**src/rtl/keypad_event_scanner_pkg.sv**
```systemverilog
// Shared types, event word layout and width helper for the keypad event scanner.
package keypad_event_scanner_pkg;

   // Scan sequencer states: idle only between reset release and the first row drive.
   typedef enum logic [1:0] {
      StIdle,
      StDrive,
      StEval
   } scan_state_e;

   // Event word layout: {code, press, repeat}.
   localparam int unsigned EvRepeatBit = 0;
   localparam int unsigned EvPressBit  = 1;
   localparam int unsigned EvCodeLsb   = 2;

   // Index width for n items, never below one bit.
   function automatic int unsigned key_width(input int unsigned n);
      return (n <= 2) ? 1 : $clog2(n);
   endfunction

endpackage

```
**src/rtl/keypad_event_scanner_sync_fifo.sv**
```systemverilog
// Show-ahead synchronous FIFO; head is read combinationally from storage.
module keypad_event_scanner_sync_fifo #(
   parameter int unsigned DEPTH = 8,
   parameter int unsigned WIDTH = 8
) (
   input  logic             clk_i,
   input  logic             rst_i,
   input  logic             push_i,
   input  logic [WIDTH-1:0] wdata_i,
   input  logic             pop_i,
   output logic [WIDTH-1:0] rdata_o,
   output logic             full_o,
   output logic             empty_o
);

   localparam int unsigned AW = $clog2(DEPTH);

   logic [WIDTH-1:0] mem_q [DEPTH];
   logic [AW:0]      wptr_q, rptr_q;
   logic             wr_en, rd_en;

   assign empty_o = (wptr_q == rptr_q);
   assign full_o  = (wptr_q[AW] != rptr_q[AW]) && (wptr_q[AW-1:0] == rptr_q[AW-1:0]);
   // A pop frees the slot in the same cycle, so a full FIFO still accepts push+pop.
   assign wr_en   = push_i & (~full_o | pop_i);
   assign rd_en   = pop_i & ~empty_o;
   assign rdata_o = mem_q[rptr_q[AW-1:0]];

   // Storage and pointer update.
   always_ff @(posedge clk_i or posedge rst_i) begin
      if (rst_i) begin
         for (int i = 0; i < int'(DEPTH); i++) mem_q[i] <= '0;
         wptr_q <= '0;
         rptr_q <= '0;
      end else begin
         if (wr_en) begin
            mem_q[wptr_q[AW-1:0]] <= wdata_i;
            wptr_q                <= wptr_q + (AW+1)'(1);
         end
         if (rd_en) rptr_q <= rptr_q + (AW+1)'(1);
      end
   end

endmodule

```
**src/rtl/keypad_event_scanner.sv**
```systemverilog
// Matrix keypad scanner: row scan, per-key debounce, auto-repeat, event FIFO.
module keypad_event_scanner
   import keypad_event_scanner_pkg::*;
#(
   parameter int unsigned ROWS           = 4,
   parameter int unsigned COLS           = 4,
   parameter int unsigned ROW_DWELL_CYC  = 50000,
   parameter int unsigned DEBOUNCE_SCANS = 20,
   parameter int unsigned REPEAT_EN      = 1,
   parameter int unsigned REPEAT_DELAY   = 500,
   parameter int unsigned REPEAT_PERIOD  = 100,
   parameter int unsigned FIFO_DEPTH     = 8,
   localparam int unsigned NKEYS         = ROWS * COLS,
   localparam int unsigned KW            = key_width(NKEYS)
) (
   input  logic             clk_i,
   input  logic             rst_i,
   input  logic [COLS-1:0]  col_i,
   output logic [ROWS-1:0]  row_o,
   output logic             ev_valid_o,
   input  logic             ev_ready_i,
   output logic [KW-1:0]    ev_code_o,
   output logic             ev_press_o,
   output logic             ev_repeat_o,
   output logic [NKEYS-1:0] key_state_o,
   output logic             overflow_o,
   input  logic             clr_overflow_i
);

   localparam int unsigned RW  = key_width(ROWS);
   localparam int unsigned CW  = key_width(COLS);
   localparam int unsigned DWW = key_width(ROW_DWELL_CYC);
   localparam int unsigned DBW = key_width(DEBOUNCE_SCANS + 1);
   localparam int unsigned EW  = KW + 2;

   localparam logic [DWW-1:0] SampleAt  = DWW'(ROW_DWELL_CYC - COLS - 1);
   localparam logic [DWW-1:0] EvalStart = DWW'(ROW_DWELL_CYC - COLS);
   localparam logic [DWW-1:0] DwellLast = DWW'(ROW_DWELL_CYC - 1);
   localparam logic [RW-1:0]  RowLast   = RW'(ROWS - 1);
   localparam logic [DBW-1:0] DebLast   = DBW'(DEBOUNCE_SCANS - 1);

   scan_state_e      state_q, state_d;
   logic [RW-1:0]    r_q, r_d;
   logic [DWW-1:0]   dwell_q, dwell_d;
   logic [COLS-1:0]  sync1_q, sync2_q, sample_q, sample_d;
   logic [NKEYS-1:0] key_state_q, key_state_d;
   logic [DBW-1:0]   cnt_q [NKEYS];
   logic [DBW-1:0]   cnt_d [NKEYS];
   logic             overflow_q, overflow_d;

   logic [CW-1:0]    col_idx;
   logic [KW-1:0]    key_idx;
   logic             raw;
   logic             deb_push, deb_press, frame_end;
   logic [KW-1:0]    deb_code;
   logic             rep_push;
   logic [KW-1:0]    rep_key;

   logic             push, pop, fifo_full, fifo_empty;
   logic [EW-1:0]    ev_wdata, ev_rdata;

   // Column synchroniser, scan state, debounced levels and overflow flag.
   always_ff @(posedge clk_i or posedge rst_i) begin
      if (rst_i) begin
         state_q     <= StIdle;
         r_q         <= '0;
         dwell_q     <= '0;
         sync1_q     <= '1;
         sync2_q     <= '1;
         sample_q    <= '1;
         key_state_q <= '0;
         overflow_q  <= 1'b0;
         for (int i = 0; i < int'(NKEYS); i++) cnt_q[i] <= '0;
      end else begin
         state_q     <= state_d;
         r_q         <= r_d;
         dwell_q     <= dwell_d;
         sync1_q     <= col_i;
         sync2_q     <= sync1_q;
         sample_q    <= sample_d;
         key_state_q <= key_state_d;
         overflow_q  <= overflow_d;
         cnt_q       <= cnt_d;
      end
   end

   // Scan sequencing plus one debounce evaluation per EVAL cycle.
   always_comb begin
      state_d     = state_q;
      r_d         = r_q;
      dwell_d     = dwell_q;
      sample_d    = sample_q;
      key_state_d = key_state_q;
      cnt_d       = cnt_q;
      col_idx     = '0;
      key_idx     = '0;
      raw         = 1'b0;
      deb_push    = 1'b0;
      deb_press   = 1'b0;
      deb_code    = '0;
      frame_end   = 1'b0;
      unique case (state_q)
         StIdle: begin
            state_d = StDrive;
            r_d     = '0;
            dwell_d = '0;
         end
         StDrive: begin
            dwell_d = dwell_q + DWW'(1);
            if (dwell_q == SampleAt) begin
               sample_d = sync2_q;
               state_d  = StEval;
            end
         end
         StEval: begin
            col_idx = CW'(dwell_q - EvalStart);
            key_idx = KW'(r_q) * KW'(COLS) + KW'(col_idx);
            raw     = ~sample_q[col_idx];
            if (raw == key_state_q[key_idx]) begin
               cnt_d[key_idx] = '0;
            end else if (cnt_q[key_idx] == DebLast) begin
               key_state_d[key_idx] = raw;
               cnt_d[key_idx]       = '0;
               deb_push             = 1'b1;
               deb_press            = raw;
               deb_code             = key_idx;
            end else begin
               cnt_d[key_idx] = cnt_q[key_idx] + DBW'(1);
            end
            if (dwell_q == DwellLast) begin
               state_d = StDrive;
               dwell_d = '0;
               if (r_q == RowLast) begin
                  r_d       = '0;
                  frame_end = 1'b1;
               end else begin
                  r_d = r_q + RW'(1);
               end
            end else begin
               dwell_d = dwell_q + DWW'(1);
            end
         end
         default: state_d = StIdle;
      endcase
   end

   if (REPEAT_EN != 0) begin : g_repeat
      localparam int unsigned RepMax = (REPEAT_DELAY > REPEAT_PERIOD) ? REPEAT_DELAY
                                                                      : REPEAT_PERIOD;
      localparam int unsigned RPW = key_width(RepMax + 2);
      localparam logic [RPW-1:0] RepDelay  = RPW'(REPEAT_DELAY);
      localparam logic [RPW-1:0] RepPeriod = RPW'(REPEAT_PERIOD);

      logic [KW-1:0]  rep_key_q, rep_key_d;
      logic [RPW-1:0] rep_cnt_q, rep_cnt_d, rep_thr, rep_inc;
      logic           rep_armed_q, rep_armed_d, rep_first_q, rep_first_d;

      // Repeat tracking registers.
      always_ff @(posedge clk_i or posedge rst_i) begin
         if (rst_i) begin
            rep_key_q   <= '0;
            rep_cnt_q   <= '0;
            rep_armed_q <= 1'b0;
            rep_first_q <= 1'b0;
         end else begin
            rep_key_q   <= rep_key_d;
            rep_cnt_q   <= rep_cnt_d;
            rep_armed_q <= rep_armed_d;
            rep_first_q <= rep_first_d;
         end
      end

      // Frame counting for the most recent press; a debounce push blocks the repeat push,
      // and the counter parks at threshold so the repeat fires on the next frame.
      always_comb begin
         rep_key_d   = rep_key_q;
         rep_cnt_d   = rep_cnt_q;
         rep_armed_d = rep_armed_q;
         rep_first_d = rep_first_q;
         rep_push    = 1'b0;
         rep_thr     = rep_first_q ? RepDelay : RepPeriod;
         rep_inc     = rep_cnt_q + RPW'(1);
         if (deb_push && deb_press) begin
            rep_key_d   = deb_code;
            rep_cnt_d   = '0;
            rep_armed_d = 1'b1;
            rep_first_d = 1'b1;
         end else if (deb_push && (deb_code == rep_key_q)) begin
            rep_armed_d = 1'b0;
         end else if (frame_end && rep_armed_q && key_state_q[rep_key_q]) begin
            if (rep_inc >= rep_thr) begin
               if (deb_push) begin
                  rep_cnt_d = rep_thr;
               end else begin
                  rep_push    = 1'b1;
                  rep_cnt_d   = '0;
                  rep_first_d = 1'b0;
               end
            end else begin
               rep_cnt_d = rep_inc;
            end
         end
      end

      assign rep_key = rep_key_q;
   end else begin : g_no_repeat
      assign rep_push = 1'b0;
      assign rep_key  = '0;
   end

   assign push     = deb_push | rep_push;
   assign ev_wdata = deb_push ? {deb_code, deb_press, 1'b0} : {rep_key, 1'b1, 1'b1};
   assign pop      = ~fifo_empty & ev_ready_i;

   // Sticky overflow; a new drop outranks a clear in the same cycle.
   always_comb begin
      overflow_d = overflow_q;
      if (clr_overflow_i) overflow_d = 1'b0;
      if (push && fifo_full && !pop) overflow_d = 1'b1;
   end

   keypad_event_scanner_sync_fifo #(
      .DEPTH (FIFO_DEPTH),
      .WIDTH (EW)
   ) u_fifo (
      .clk_i   (clk_i),
      .rst_i   (rst_i),
      .push_i  (push),
      .wdata_i (ev_wdata),
      .pop_i   (pop),
      .rdata_o (ev_rdata),
      .full_o  (fifo_full),
      .empty_o (fifo_empty)
   );

   // Active-low one-hot row drive; all rows released until the first scan step.
   always_comb begin
      row_o = '1;
      if (state_q != StIdle) row_o = ~(ROWS'(1) << r_q);
   end

   assign ev_valid_o  = ~fifo_empty;
   assign ev_code_o   = ev_rdata[EvCodeLsb +: KW];
   assign ev_press_o  = ev_rdata[EvPressBit];
   assign ev_repeat_o = ev_rdata[EvRepeatBit];
   assign key_state_o = key_state_q;
   assign overflow_o  = overflow_q;

endmodule

```
**config.mk**
```make
export PLATFORM = sky130hd
export DESIGN_NAME = keypad_event_scanner
export DESIGN_NICKNAME = d
export VERILOG_FILES = /design/src/rtl/keypad_event_scanner_pkg.sv /design/src/rtl/keypad_event_scanner_sync_fifo.sv /design/src/rtl/keypad_event_scanner.sv
export SDC_FILE = /design/constraint.sdc
export NUM_CORES = 1
export LEC_CHECK = 0
export ABC_AREA = 0
export ABC_CLOCK_PERIOD_IN_PS = 16050
export BUFFER_PORTS_ARGS = -buffer_cell sky130_fd_sc_hd__buf_2
export CORE_UTILIZATION = 67
export DETAILED_ROUTE_END_ITERATION = 10
export PLACE_DENSITY_LB_ADDON = 0.2
export SYNTH_ARGS = -nofsm -noshare
export SYNTH_HDL_FRONTEND = slang
export SYNTH_SLANG_ARGS = --single-unit
```
**constraint.sdc**
```tcl
create_clock -name clk_i -period 16.05 [get_ports clk_i]
set_input_delay 0.8025 -clock clk_i [delete_from_list [all_inputs] [get_ports clk_i]]
set_output_delay 0.8025 -clock clk_i [all_outputs]
set_load 0.01 [all_outputs]
```
After elaboration in Yosys (flattened, before gate mapping)

Cells that the tools add are included.

$add $sub $neg: 8
Order comparisons: 10
Equality and inequality tests: 15
Shifts and indexed selects: 1
Muxes and demuxes: 65
Bitwise logic cells: 15
Reductions and logical operators: 25

Operator list:

| kind                                                                 | number |
|---|---|
| 80-bit two-way mux                                                   | 2 |
| 80-bit bitwise AND                                                   | 1 |
| 80-bit bitwise mux                                                   | 1 |
| 80-bit inverter                                                      | 1 |
| 9-bit two-way mux                                                    | 6 |
| 48-bit bitwise mux                                                   | 1 |
| 16-bit case mux with 3 select lines                                  | 1 |
| 16-bit == test, second input constant                                | 2 |
| 1-bit two-way mux                                                    | 27 |
| 6-bit two-way mux                                                    | 4 |
| 5-bit binary-select mux with 4-bit select                            | 1 |
| 5-bit demux with 4-bit select                                        | 1 |
| 6-bit binary-select mux with 3-bit select                            | 1 |
| 6-bit demux with 3-bit select                                        | 1 |
| 16-bit by 1-bit adder with 16-bit output, second input constant      | 1 |
| 16-bit bitwise mux                                                   | 1 |
| 16-bit two-way mux                                                   | 1 |
| 4-bit two-way mux                                                    | 4 |
| 5-bit two-way mux                                                    | 3 |
| 2-bit nonzero test                                                   | 6 |
| 1-bit logical AND                                                    | 10 |
| 4-bit by 5-bit < comparator with 1-bit output, second input constant | 2 |
| 9-bit by 1-bit adder with 9-bit output, second input constant        | 1 |
| 9-bit >= comparator                                                  | 1 |
| other kinds (39)                                                     | 59 |

Register bits: 200
Input bits: 8
Output and inout bits: 28
Logic and storage cells: 177

Depth between registers and ports, before layout

Gate-level depths: netlist of the first run.

Word-level depth: 19
Depth in mapped cells: 15
Depth with buffers taken out: 12

By module

From an unflattened synthesis of the first run, not the netlist that was laid out.

Cell total of the unflattened synthesis: 867
Area, all modules: 10,069.7 µm²

Modules (own cells, without submodules):

| module                         | instances | cells an instance | area each (µm²) | sequential area each (µm²) |
|---|---|---|---|---|
| keypad_event_scanner           | 1         | 687               | 7,292.0         | 3,618.5 |
| keypad_event_scanner_sync_fifo | 1         | 180               | 2,777.7         | 1,401.3 |

Least setup slack after synthesis of the first run

Ideal clock, no wire load.

Path type: register -> register
Start point: reg dwell_q[0]
End point: reg g_repeat.rep_first_q
Setup time: 0.118 ns
Arrival time: 3.683 ns
Required time: 15.932 ns
Path slack: 12.249 ns
Stages on the path, launching flop included: 16
Buffers on the path: 6
Path through: dfrtp_1 buf_6 buf_6 buf_4 buf_2 mux4_2 mux4_2 ha_1 nand2_1 and4b_1 and4_1 buf_2 a21boi_1 buf_4 nand3_1 a21o_1

Cells in the longest elaborated chain, start to end: 14
Elaborated cells between the ends (all ways): 36
Those cells by class: add/sub (2); eq/ne (6); mux (19); bitwise (2); reduce/logical (7)

RTL lines:

| what                                                   | RTL line                    | RTL |
|---|---|---|
| start, declared                                        | keypad_event_scanner.sv:44  | `logic [DWW-1:0] dwell_q, dwell_d;` |
| start signal, assigned                                 | keypad_event_scanner.sv:77  | `dwell_q <= dwell_d;` |
| 2-bit by 1-bit subtractor with 2-bit output            | keypad_event_scanner.sv:116 | `col_idx = CW'(dwell_q - EvalStart);` |
| 4-bit by 2-bit adder with 4-bit output                 | keypad_event_scanner.sv:117 | `key_idx = KW'(r_q) * KW'(COLS) + KW'(col_idx);` |
| 4-bit inverter with 5-bit output (not written as such) | keypad_event_scanner.sv:121 | `end else if (cnt_q[key_idx] == DebLast) begin` |
| 5-bit binary-select mux with 4-bit select              | keypad_event_scanner.sv:121 |  |
| 5-bit two-way mux (not written as such) (2 in a row)   | keypad_event_scanner.sv:121 |  |
| 5-bit == test                                          | keypad_event_scanner.sv:121 |  |
| 4-bit two-way mux                                      | keypad_event_scanner.sv:121 |  |
| 4-bit two-way mux                                      | keypad_event_scanner.sv:119 | `if (raw == key_state_q[key_idx]) begin` |
| 4-bit two-way mux                                      | keypad_event_scanner.sv:102 | `unique case (state_q)` |
| 4-bit == test                                          | keypad_event_scanner.sv:188 | `end else if (deb_push && (deb_code == rep_key_q)) begin` |
| 1-bit logical AND                                      | keypad_event_scanner.sv:188 |  |
| 2-bit inequality test (no line)                        | --                          |  |
| 4-bit AND reduction (no line)                          | --                          |  |
| end signal, assigned                                   | keypad_event_scanner.sv:169 | `rep_first_q <= rep_first_d;` |
| end, declared                                          | keypad_event_scanner.sv:156 | `logic rep_armed_q, rep_armed_d, rep_first_q, rep_first_d;` |

Several ways; a longest one is shown, not always the timed one. The select of a mux whose other input is x is not followed.
A chain may end at the register's enable or synchronous reset.

Worst setup path in the final report of the first run

Start point: reg dwell_q[0]
End point: reg u_fifo.mem_q[21] (netlist name)

Cells in the longest elaborated chain, start to end: 17
Elaborated cells between the ends (all ways): 39
Those cells by class: add/sub (2); eq/ne (4); mux (25); bitwise (4); reduce/logical (4)

RTL lines:

| what                                                   | RTL line                             | RTL |
|---|---|---|
| 2-bit by 1-bit subtractor with 2-bit output            | keypad_event_scanner.sv:116          |  |
| 4-bit by 2-bit adder with 4-bit output                 | keypad_event_scanner.sv:117          |  |
| 4-bit inverter with 5-bit output (not written as such) | keypad_event_scanner.sv:121          |  |
| 5-bit binary-select mux with 4-bit select              | keypad_event_scanner.sv:121          |  |
| 5-bit two-way mux (not written as such) (2 in a row)   | keypad_event_scanner.sv:121          |  |
| 5-bit == test                                          | keypad_event_scanner.sv:121          |  |
| 1-bit two-way mux                                      | keypad_event_scanner.sv:121          |  |
| 1-bit two-way mux                                      | keypad_event_scanner.sv:119          |  |
| 1-bit two-way mux                                      | keypad_event_scanner.sv:102          |  |
| 1-bit two-way mux                                      | keypad_event_scanner.sv:192          | `if (deb_push) begin` |
| 1-bit two-way mux                                      | keypad_event_scanner.sv:191          | `if (rep_inc >= rep_thr) begin` |
| 1-bit two-way mux                                      | keypad_event_scanner.sv:190          | `end else if (frame_end && rep_armed_q && key_state_q[rep_key_q]) begin` |
| 1-bit two-way mux                                      | keypad_event_scanner.sv:188          |  |
| 1-bit two-way mux                                      | keypad_event_scanner.sv:183          | `if (deb_push && deb_press) begin` |
| 1-bit bitwise OR                                       | keypad_event_scanner.sv:211          | `assign push = deb_push \| rep_push;` |
| 1-bit bitwise AND                                      | keypad_event_scanner_sync_fifo.sv:25 | `assign wr_en = push_i & (~full_o \| pop_i);` |
| end signal, assigned by index                          | keypad_event_scanner_sync_fifo.sv:37 | `mem_q[wptr_q[AW-1:0]] <= wdata_i;` |
| end, declared                                          | keypad_event_scanner_sync_fifo.sv:18 | `logic [WIDTH-1:0] mem_q [DEPTH];` |

Several ways; a longest one is shown, not always the timed one. The select of a mux whose other input is x is not followed.

==> results of run 1 <==
## per-stage QoR
stage	util (%)	instances	total power [uW]	hold WS, ns
after CTS	73.4	1062	981	0.356
after floorplan	-	860	578	0.345
after detailed placement	69.7	1030	589	0.347
final	73.4	1062	978	0.357
after global routing	73.4	1062	1010	0.361
after global placement	69.7	1030	586	0.347
## flip-flops by register name, indices dropped and copies added, names as in the netlist, 2 cells and up
signal / count
cnt_q: 80
u_fifo.mem_q: 48
dwell_q: 16
key_state_o: 16
g_repeat.rep_cnt_q: 9
g_repeat.rep_key_q: 4
sample_q: 4
sync1_q: 4
sync2_q: 4
u_fifo.rptr_q: 4
u_fifo.wptr_q: 4
r_q: 2
state_q: 2
## placed cells by master, fill, tap and decap left out, drive strengths merged, types with 3 or more instances in the layout
cell and count:
xor2 13, a21boi 4, nor3 5, a21oi 37
nand2b 5, clkbuf 20, nand3 31, nand2 123
clkinvlp 3, dfrtp 188, and2 8, ha 21
clkinv 6, mux2 64, buf 39, o31ai 5
and4b 3, and4 4, a32o 3, nor2 31
nor2b 5, a31oi 4, xnor2 15, o22a 6
nand4 12, a211oi 3, mux4 45, and3 13
inv 17, dfstp 12, a21o 4, nor4 3
mux2i 4, o21ai 97
## critical path: cells and delay by family, from the launching register on
| kind | cells | cell delay (ns) |
|---|---|---|
| multiplexers | 1 | 0.38 |
| adder cells (fa/ha/maj) | 1 | 0.80 |
| AND/OR/NAND/NOR | 4 | 1.66 |
| flip-flops | 1 | 1.04 |
| AO/OA/AOI/OAI | 2 | 0.77 |
## layer usage
| metal | routed length (um) | global-route usage [%] | share of wire [%] | vias up |
|---|---|---|---|---|
| met5 | 0 | 0 | 0 | - |
| met4 | 477 | 10.8 | 2.2 | 0 |
| met3 | 1410 | 6.78 | 6.5 | 47 |
| met2 | 10500 | 48.3 | 48 | 283 |
| met1 | 9380 | 42.4 | 43 | 3482 |
| li1 | - | - | - | 3114 |
## logic make-up after synthesis
group | share of synthesized area [%]
AND/OR/NAND/NOR | 12.9
flip-flops | 50.7
AO/OA/AOI/OAI | 10.2
multiplexers | 17.9
buffers and inverters | 3.16
XOR/XNOR | 2.55
adder cells (fa/ha/maj) | 2.65
## cell usage after synthesis, types with 4 or more instances
master,instances
ha_1,21
o22a_1,6
mux2_2,44
buf_4,6
o21ai_1,8
dfstp_2,12
mux2i_1,4
xnor2_1,14
buf_2,7
buf_1,4
and4_1,4
o21ai_0,89
xor2_1,13
mux2_1,20
clkbuf_1,32
nor2b_1,5
inv_1,14
and3_1,13
dfrtp_1,188
nand2_1,123
a21oi_1,37
nor3_1,5
nand4_1,10
a31oi_1,4
and2_1,8
nand2b_1,5
buf_6,4
nand3_1,30
nor2_1,30
o31ai_1,5
mux4_2,45
a21o_1,4
## final timing paths
check,start,endpoint,slack [ns],cells after the start
min in group asynchronous,rst_i,g_repeat.rep_cnt_q[3],0.50,2
worst max register to register,dwell_q[0],u_fifo.mem_q[21],11.28,8
worst min-delay path,sync1_q[0],sync2_q[0],0.36,0
worst max-delay path,dwell_q[0],u_fifo.mem_q[21],11.28,8
max in group asynchronous,rst_i,dwell_q[0],13.98,3
worst min register to register,sync1_q[0],sync2_q[0],0.36,0
## cell type report
class                   instances  area (um^2)
flip-flops and latches        200         5020
multi-input cells             593         4570
fillers                       941         3840
clock buffers                  20          447
well taps                     184          230
repair buffers                 39          205
clock inverters                12         96.3
inverters                      14         60.1
## power by group
group | internal (uW) | switching, uW | leakage, uW | total [uW]
sequential | 510 | 27.2 | 0.00272 | 538
combinational | 24.7 | 17.1 | 0.00188 | 41.8
clock | 205 | 194 | 0.000259 | 399
==> qor.txt, run 1 <==
Setup crit end kind -> flop
max cap viols -> 0
CTS sink cnt -> 200
post-synth cell types -> 62
CP Cell Sequence -> ha_1, nand3_1, nor4_2, and3_1, o211ai_1, a21boi_2, and4bb_1, mux2_1
layout cell share with drive strength beyond 1 -> 21.0%
CTS H-tree lvls -> 4
dpl hpwl -> 14700 um
clk buf depth -> 2
Synth warnings -> 0
Synth Area per Inst -> 11.5 um^2
Via density -> 6.52
Area growth syn-to-layout -> 7.34%
row cnt -> 44
Sum Neg Setup Slack -> 0 ns
clock-pin slew on the worst setup and hold paths -> 0.07 ns
area leader, netlist -> dfrtp_1
final worst slack -> 11.28 ns
GRT Total Usage -> 30.7%
Main synth FF type -> dfrtp_1
Synth top area share -> 47.5%
Mapped Area -> 9910 um^2
Routed WL -> 21800 um
worst-path maximum fanout -> 34
post-CTS sizing -> 0
initial drt markers -> 594
Num CTS Buffers -> 17
Clock Skews -> 0.0131 ns
number of global-route vias before repair -> 6949
sequential share of the synthesized area -> 50.7%
FMAX -> 210 MHz
via count -> 6926
Cell Area, Placed -> 10100 um^2
Post-CTS Setup Bufs -> 0
Clk Latency, worst-skew pair -> 0.44 ns
PwrDens -> 92.0 nW/um^2
count of state elements after synthesis -> 200
I/O Buffers -> 35
antenna-violating nets left -> 0
starting density of the core -> 68.4%
class of the worst hold path -> reg -> reg
Die Span X -> 124 um
# hold bufs at CTS -> 0
Gate Count Post-Synth -> 860
number of diodes -> 0
initial antenna violation count -> 0
post-synthesis async set-or-reset flop share -> 100%
Core Area -> 14500 um^2
pin count of the biggest net entering global routing -> 118
first-pass GRT wire length -> 35200 um
fin crit period -> 4.77 ns
highest-delay cell along the critical path -> dfrtp_2
setup violators final -> 0
outcome -> finished clean
Post-synth EDFFs -> 0
DRC errors left -> 0
synth top area cells -> dfrtp_1 47%, mux4_2 10%, mux2_2 5.0%
nets -> 894
post-place setup slack -> 11.39 ns
crit path launch type -> flop
max-slew violations -> 0
wire per inst -> 20.5 um
unrepaired setup endpoints after global routing -> no
Arr. time, crit path -> 5.08 ns
Crit Path Class -> reg -> reg
Final period util -> 29.7%
final global-route overflow total -> 0
slowest cell delay on critical path -> 1.04 ns
P_leak -> 0.00486 uW
TritonCTS clock tree -> built
Synth Net Count -> 889
Rel. slew slack -> 22.6%
Die Y -> 124 um
Hold Violations, Final -> 0
I/O pin total -> 36
Tightest Pin Transition -> 1.16 ns
worst IR drop on VDD -> 0.0835 mV
routability cong. -> 0.904
CTS root buf -> clkbuf_16
WP data required -> 16.37 ns
Pre-Repair DR Iteration Count -> 5
die area -> 15300 um^2
design area -> 10600 um^2
Note: power is estimated with default switching activity, not from simulation.
==> run 2, diff against run 1 <==
Settings changed: ABC_CLOCK_PERIOD_IN_PS 16050 to 4800, CORE_UTILIZATION 67 to 62.
Clock period 16.05 ns to 4.8 ns, I/O delays scaled along.
==> run 2 against run 1 <==
Power grew to 3.6 times the previous value. Worst setup slack worse by 10 ns. Fmax rose by 24%. Flip-flop and latch count did not move. Final cell count up 3.6%. Clock skew rose by 0.0023 ns. Utilization decreased by 2.7 points. Count of clock-buffer cells in the layout fell by 1. Critical path type unchanged. Largest cell class unchanged.
==> qor.txt, run 2 (same netlist as run 1, synthesis figures left out) <==
outcome -> finished clean
max reg flops -> 80 (unchanged)
flop2flop setup slack -> 0.94 ns (-10.34 ns)
Core Area -> 15400 um^2 (+6.2%)
max-slew violations -> 0 (unchanged)
CP startpoint -> dwell_q[0]
number of global-route vias before repair -> 7124 (+2.5%)
P_leak -> 0.00497 uW (+2.2%)
PwrDens -> 324 nW/um^2 (+250%)
Final period util -> 80.3% (+51 points)
Worst R2R End -> u_fifo.mem_q[33]
Die Y -> 128 um (+3.9%)
Routed WL -> 21600 um (-0.86%)
I/O pin total -> 36 (unchanged)
crit path launch type -> flop
placed cell count -> 1063 (+3.2%)
filler instances -> 1089 (+16%)
max cap viols -> 0 (unchanged)
Regs by FF count -> cnt_q x80, u_fifo.mem_q x48
design area -> 10900 um^2 (+2.3%)
# hold bufs at CTS -> 5 (+5)
Sum Neg Setup Slack -> 0 ns (unchanged)
FMAX -> 259 MHz (+24%)
Via density -> 6.23 (-4.4%)
row cnt -> 45 (+2.3%)
initial drt markers -> 518 (-13%)
routability cong. -> 0.866 (-4.1%)
Largest Register -> cnt_q
Arr. time, crit path -> 4.17 ns (-0.91 ns)
setup violators final -> 0 (unchanged)
met3 wire length -> 1040 um (-26%)
Clock Skews -> 0.0154 ns (+0.00225 ns)
post-CTS sizing -> 0 (unchanged)
dpl hpwl -> 14400 um (-1.8%)
M1 WL -> 9230 um (-1.6%)
Cell Area, Placed -> 10200 um^2 (+0.87%)
number of diodes -> 0 (unchanged)
path depth of the worst reg2reg path -> 8 (unchanged)
layout cell share with drive strength beyond 1 -> 21.4% (+0.42 points)
Num CTS Buffers -> 17 (unchanged)
Post-CTS Setup Bufs -> 0 (unchanged)
first-pass GRT wire length -> 36000 um (+2.4%)
final global-route overflow total -> 0 (unchanged)
Crit Path Class -> reg -> reg
Pre-Repair DR Iteration Count -> 5 (unchanged)
WP data required -> 5.12 ns (-11.25 ns)
Setup crit end kind -> flop
nets -> 905 (+1.2%)
via count -> 6856 (-1.0%)
I/O Buffers -> 35 (unchanged)
flip-flop and latch area -> 5020 um^2 (unchanged)
wire per inst -> 19.6 um (-4.3%)
Area growth syn-to-layout -> 9.77%
clk buf depth -> 2 (unchanged)
CTS root buf -> clkbuf_16
TritonCTS clock tree -> built
commonest non-fill, non-tap cell in the layout -> dfrtp_1
clock-pin slew on the worst setup and hold paths -> 0.07 ns (about the same)
Die Span X -> 128 um (+3.9%)
DRC errors left -> 0 (unchanged)
top layer in use -> met4
multi-input combinational cell area -> 4570 um^2 (unchanged)
GRT Total Usage -> 28.6% (-2.1 points)
crit path capture -> u_fifo.mem_q[33]
pin count of the biggest net entering global routing -> 201 (+70%)
worst IR drop on VDD -> 0.326 mV (+290%)
CTS sink cnt -> 200 (unchanged)
initial antenna violation count -> 0 (unchanged)
reg2reg start -> dwell_q[0]
unrepaired setup endpoints after global routing -> no
worst-path maximum fanout -> 19 (-44%)
starting density of the core -> 64.5% (-4.0 points)
Rel. slew slack -> 24.7% (+2.1 points)
most frequent cells in the layout -> 187 x dfrtp_1, 123 x nand2_1, 89 x o21ai_0
Clk Latency, worst-skew pair -> 0.44 ns (about the same)
met2 wire len -> 10900 um (+3.5%)
antenna-violating nets left -> 0 (unchanged)
Finished Layout Cells -> 1100 (+3.6%)
Hold Violations, Final -> 0 (unchanged)
class of the worst hold path -> in -> async
fin crit period -> 3.86 ns (-0.909 ns)
die area -> 16500 um^2 (+7.9%)
CTS H-tree lvls -> 4 (unchanged)
Tightest Pin Transition -> 1.13 ns (-0.0292 ns)
==> run 2: cell types whose count changed in the layout (fill, tap and decap cells not counted), sizes merged <==
cell / change
clkinvlp: -1
dlygate4sd3: +5
bufinv: +5
clkinv: -3
clkbuf: -1
buf: +6
==> run 2: layout make-up <==
class	count	area share (%)
multi-input cells	593	42.1
clock buffers	19	3.98
inverters	14	0.518
clock inverters	13	1.97
repair buffers	50	2.88
well taps	211	2.43
flip-flops and latches	200	46.2
==> run 2: worst min-delay path by stage <==
stage,startpoint,endpoint,cells past startpoint
6_report,rst_i,cnt_q[58],3
3_3_place_gp,sync1_q[1],sync2_q[1],0
4_1_cts,ev_ready_i,overflow_o,4
2_1_floorplan,col_i[0],sync1_q[0],0
5_1_grt,rst_i,cnt_q[58],3
3_5_place_dp,col_i[3],sync1_q[3],1
==> run 2: routing by layer <==
metal,vias up,GRT usage [%]
li1,3133,-
met1,3474,38.1
met2,206,47.8
met3,43,5.78
met4,0,8.79
met5,-,0
==> run 2: where the power goes <==
part / internal, uW / switching, uW
combinational: 87.0 / 61.4
sequential: 1710 / 86.6
clock: 933 / 647
total: 2730 / 796
==> run 2: stage by stage <==
step	power, uW	util, %	setup WS, ns	hold WS [ns]
floorplan	1930	-	0.999	0.244
global placement	1960	66.2	1.06	0.346
detailed placement	1970	66.2	0.981	0.347
CTS	3540	70.8	0.932	0.185
global route	3620	70.8	0.650	0.195
finish	3520	70.8	0.943	0.0157
==> run 2: worst max-delay path: stages (launching register included) <==
cell      delay (ns)
dfrtp_2         0.51
buf_4           0.41
buf_4           0.26
mux4_2          0.62
xnor2_2         0.29
nand4_2         0.18
a21boi_2        0.60
and4bb_1        0.48
mux2_1          0.38
==> run 3, diff against run 2 <==
Settings changed: ABC_CLOCK_PERIOD_IN_PS 4800 to 3200, CORE_UTILIZATION 62 to 56.
Clock period 4.8 ns to 3.2 ns, I/O delays scaled along.
==> run 3 against run 2 <==
The flow now finishes with violations (setup timing). Die area is 11% higher. Fmax is 19% higher. Critical path depth is 3 higher. Worst setup slack worse by 0.98 ns. Final cell count is 5.5% higher. Largest cell class unchanged.
==> qor.txt, run 3 (same netlist as run 1, synthesis figures left out) <==
outcome -> complete, but fails checks
failing checks -> setup timing
final worst slack -> -0.0374 ns (-0.981 ns)
max-slew violations -> 0 (unchanged)
Setup crit end kind -> flop
WP depth -> 11 (+3)
Final period util -> 101% (+21 points)
Arr. time, crit path -> 3.54 ns (-0.63 ns)
I/O Buffers -> 35 (unchanged)
reg2reg start -> dwell_q[0]
FMAX -> 309 MHz (+19%)
design area -> 11500 um^2 (+6.0%)
setup violators final -> 27 (+27)
post-place setup slack -> -0.102 ns (-1.08 ns)
Area growth syn-to-layout -> 16.3%
clock-pin slew on the worst setup and hold paths -> 0.08 ns (about the same)
highest-delay cell along the critical path -> mux4_2
Hold Violations, Final -> 0 (unchanged)
worst IR drop on VDD -> 0.573 mV (+75%)
commonest non-fill, non-tap cell in the layout -> dfrtp_1
CTS root buf -> clkbuf_16
Cell Area, Placed -> 10500 um^2 (+3.5%)
unrepaired setup endpoints after global routing -> yes
max reg flops -> 80 (unchanged)
wire per inst -> 19.5 um (-0.67%)
Pre-Repair DR Iteration Count -> 5 (unchanged)
Crit Path Class -> reg -> reg
TritonCTS clock tree -> built
crit path launch type -> flop
nets -> 951 (+5.1%)
routability cong. -> 0.872 (+0.63%)
flop2flop setup slack -> -0.04 ns (-0.98 ns)
fin crit period -> 3.24 ns (-0.619 ns)
final global-route overflow total -> 0 (unchanged)
CP bufs+invs -> 2 (unchanged)
WP data required -> 3.51 ns (-1.61 ns)
pin count of the biggest net entering global routing -> 70 (-65%)
Hold Path End -> overflow_o
Sum Neg Setup Slack -> -0.311 ns (-0.311 ns)
number of diodes -> 0 (unchanged)
Largest Register -> cnt_q
Die Span X -> 135 um (+5.1%)
Clock Skews -> 0.0141 ns (-0.00129 ns)
GRT Total Usage -> 26.3% (-2.3 points)
Core Area -> 17300 um^2 (+13%)
initial drt markers -> 536 (+3.5%)
Rel. slew slack -> 45.6% (+21 points)
starting density of the core -> 57.3% (-7.2 points)
worst hold path cell count -> 4
clk buf depth -> 2 (unchanged)
antenna-violating nets left -> 0 (unchanged)
most used cell along the critical path -> mux4_2
Tightest Pin Transition -> 0.814 ns (-0.316 ns)
worst-path maximum fanout -> 9 (-10)
die area -> 18200 um^2 (+11%)
hold path start -> ev_ready_i
Worst R2R End -> key_state_o[11]
number of global-route vias before repair -> 7044 (-1.1%)
Top Family by Delay on Critical Path -> multiplexers
max cap viols -> 0 (unchanged)
first-pass GRT wire length -> 36600 um (+1.6%)
path depth of the worst reg2reg path -> 11 (+3)
layout cell share with drive strength beyond 1 -> 30.4% (+9.0 points)
row cnt -> 48 (+6.7%)
slowest cell delay on critical path -> 0.53 ns (-0.09 ns)
dpl hpwl -> 15100 um (+5.0%)
class of the worst hold path -> in -> reg
P_leak -> 0.00523 uW (+5.2%)
filler instances -> 1290 (+18%)
most frequent cells in the layout -> 187 x dfrtp_1, 122 x nand2_1, 88 x o21ai_0
final core area utilization -> 66.6% (-4.1 points)
DRC errors left -> 0 (unchanged)
I/O pin total -> 36 (unchanged)
Die Y -> 135 um (+5.1%)
Clk Latency, worst-skew pair -> 0.44 ns (about the same)
via count -> 7085 (+3.3%)
PwrDens -> 443 nW/um^2 (+37%)
CTS sink cnt -> 200 (unchanged)
Num CTS Buffers -> 17 (unchanged)
Routed WL -> 22600 um (+4.7%)
Regs by FF count -> cnt_q x80, u_fifo.mem_q x48
CTS H-tree lvls -> 4 (unchanged)
initial antenna violation count -> 0 (unchanged)
Via density -> 6.11 (-2.0%)
CP Cell Sequence -> buf_12, mux4_2, mux4_2, ha_4, nand2_1, and4b_2, and4_2, buf_4, and2_2, a21oi_1, a31oi_1
## run 3: cell count changes in the layout (fill, tap and decap cells not counted), moves of 7 or more
cell	previous run	this run
mux2_4	0	26
mux2_1	20	1
buf_4	9	45
mux2_2	44	37
## run 3: worst max path at each step
stage / start / end / slack [ns]
final: dwell_q[0] / key_state_o[11] / -0.04
after global routing: g_repeat.rep_cnt_q[0] / u_fifo.mem_q[27] / -0.18
after CTS: g_repeat.rep_cnt_q[0] / u_fifo.mem_q[3] / -0.007
after detailed placement: dwell_q[0] / u_fifo.mem_q[18] / -0.10
after global placement: dwell_q[0] / u_fifo.mem_q[39] / 0.02
after floorplan: dwell_q[0] / u_fifo.mem_q[22] / -0.21
## run 3: power breakdown
group	internal [uW]	switching [uW]
Combinational	141	150
Sequential	2560	80.7
Clock	1130	1040
Total	3830	1270
## run 3: stage by stage
step / hold WS (ns) / total power (uW) / instances
floorplan: 0.164 / 2900 / 860
global placement: 0.266 / 2970 / 1113
detailed placement: 0.266 / 2980 / 1113
CTS: 0.129 / 5150 / 1152
global route: 0.155 / 5290 / 1160
finish: 0.156 / 5110 / 1160
## run 3: layer usage
layer	global-route usage (%)	part of all wire [%]	vias to the layer above	routed length [um]
li1	-	-	3224	-
met1	34.5	43	3587	9620
met2	43.6	51	227	11400
met3	4.47	4.5	47	1010
met4	10.6	2.5	0	564
met5	0	0	-	0
## run 3: worst min-delay path, cell delays in order
cell     delay (ns)
buf_2          0.09
nor2_1         0.05
nand4_1        0.15
o22ai_1        0.10
## run 3: timing repair
action	in CTS	in global routing
setup buffers	1	8
cloned	0	0
hold buffers	6	0
gates resized for setup	9	57
hold endpoints to repair	39	0
endpoints found under the setup margin	48	111
pin swaps	0	6
## run 3: final cells by class
cell class,instances,area (um^2),area share [%]
Sequential cell,200,5020,43.6
Multi-Input combinational cell,593,4820,41.9
Timing Repair Buffer,96,738,6.41
Clock buffer,20,479,4.16
Tap cell,225,282,2.44
Clock inverter,12,123,1.06
Inverter,14,56.3,0.489
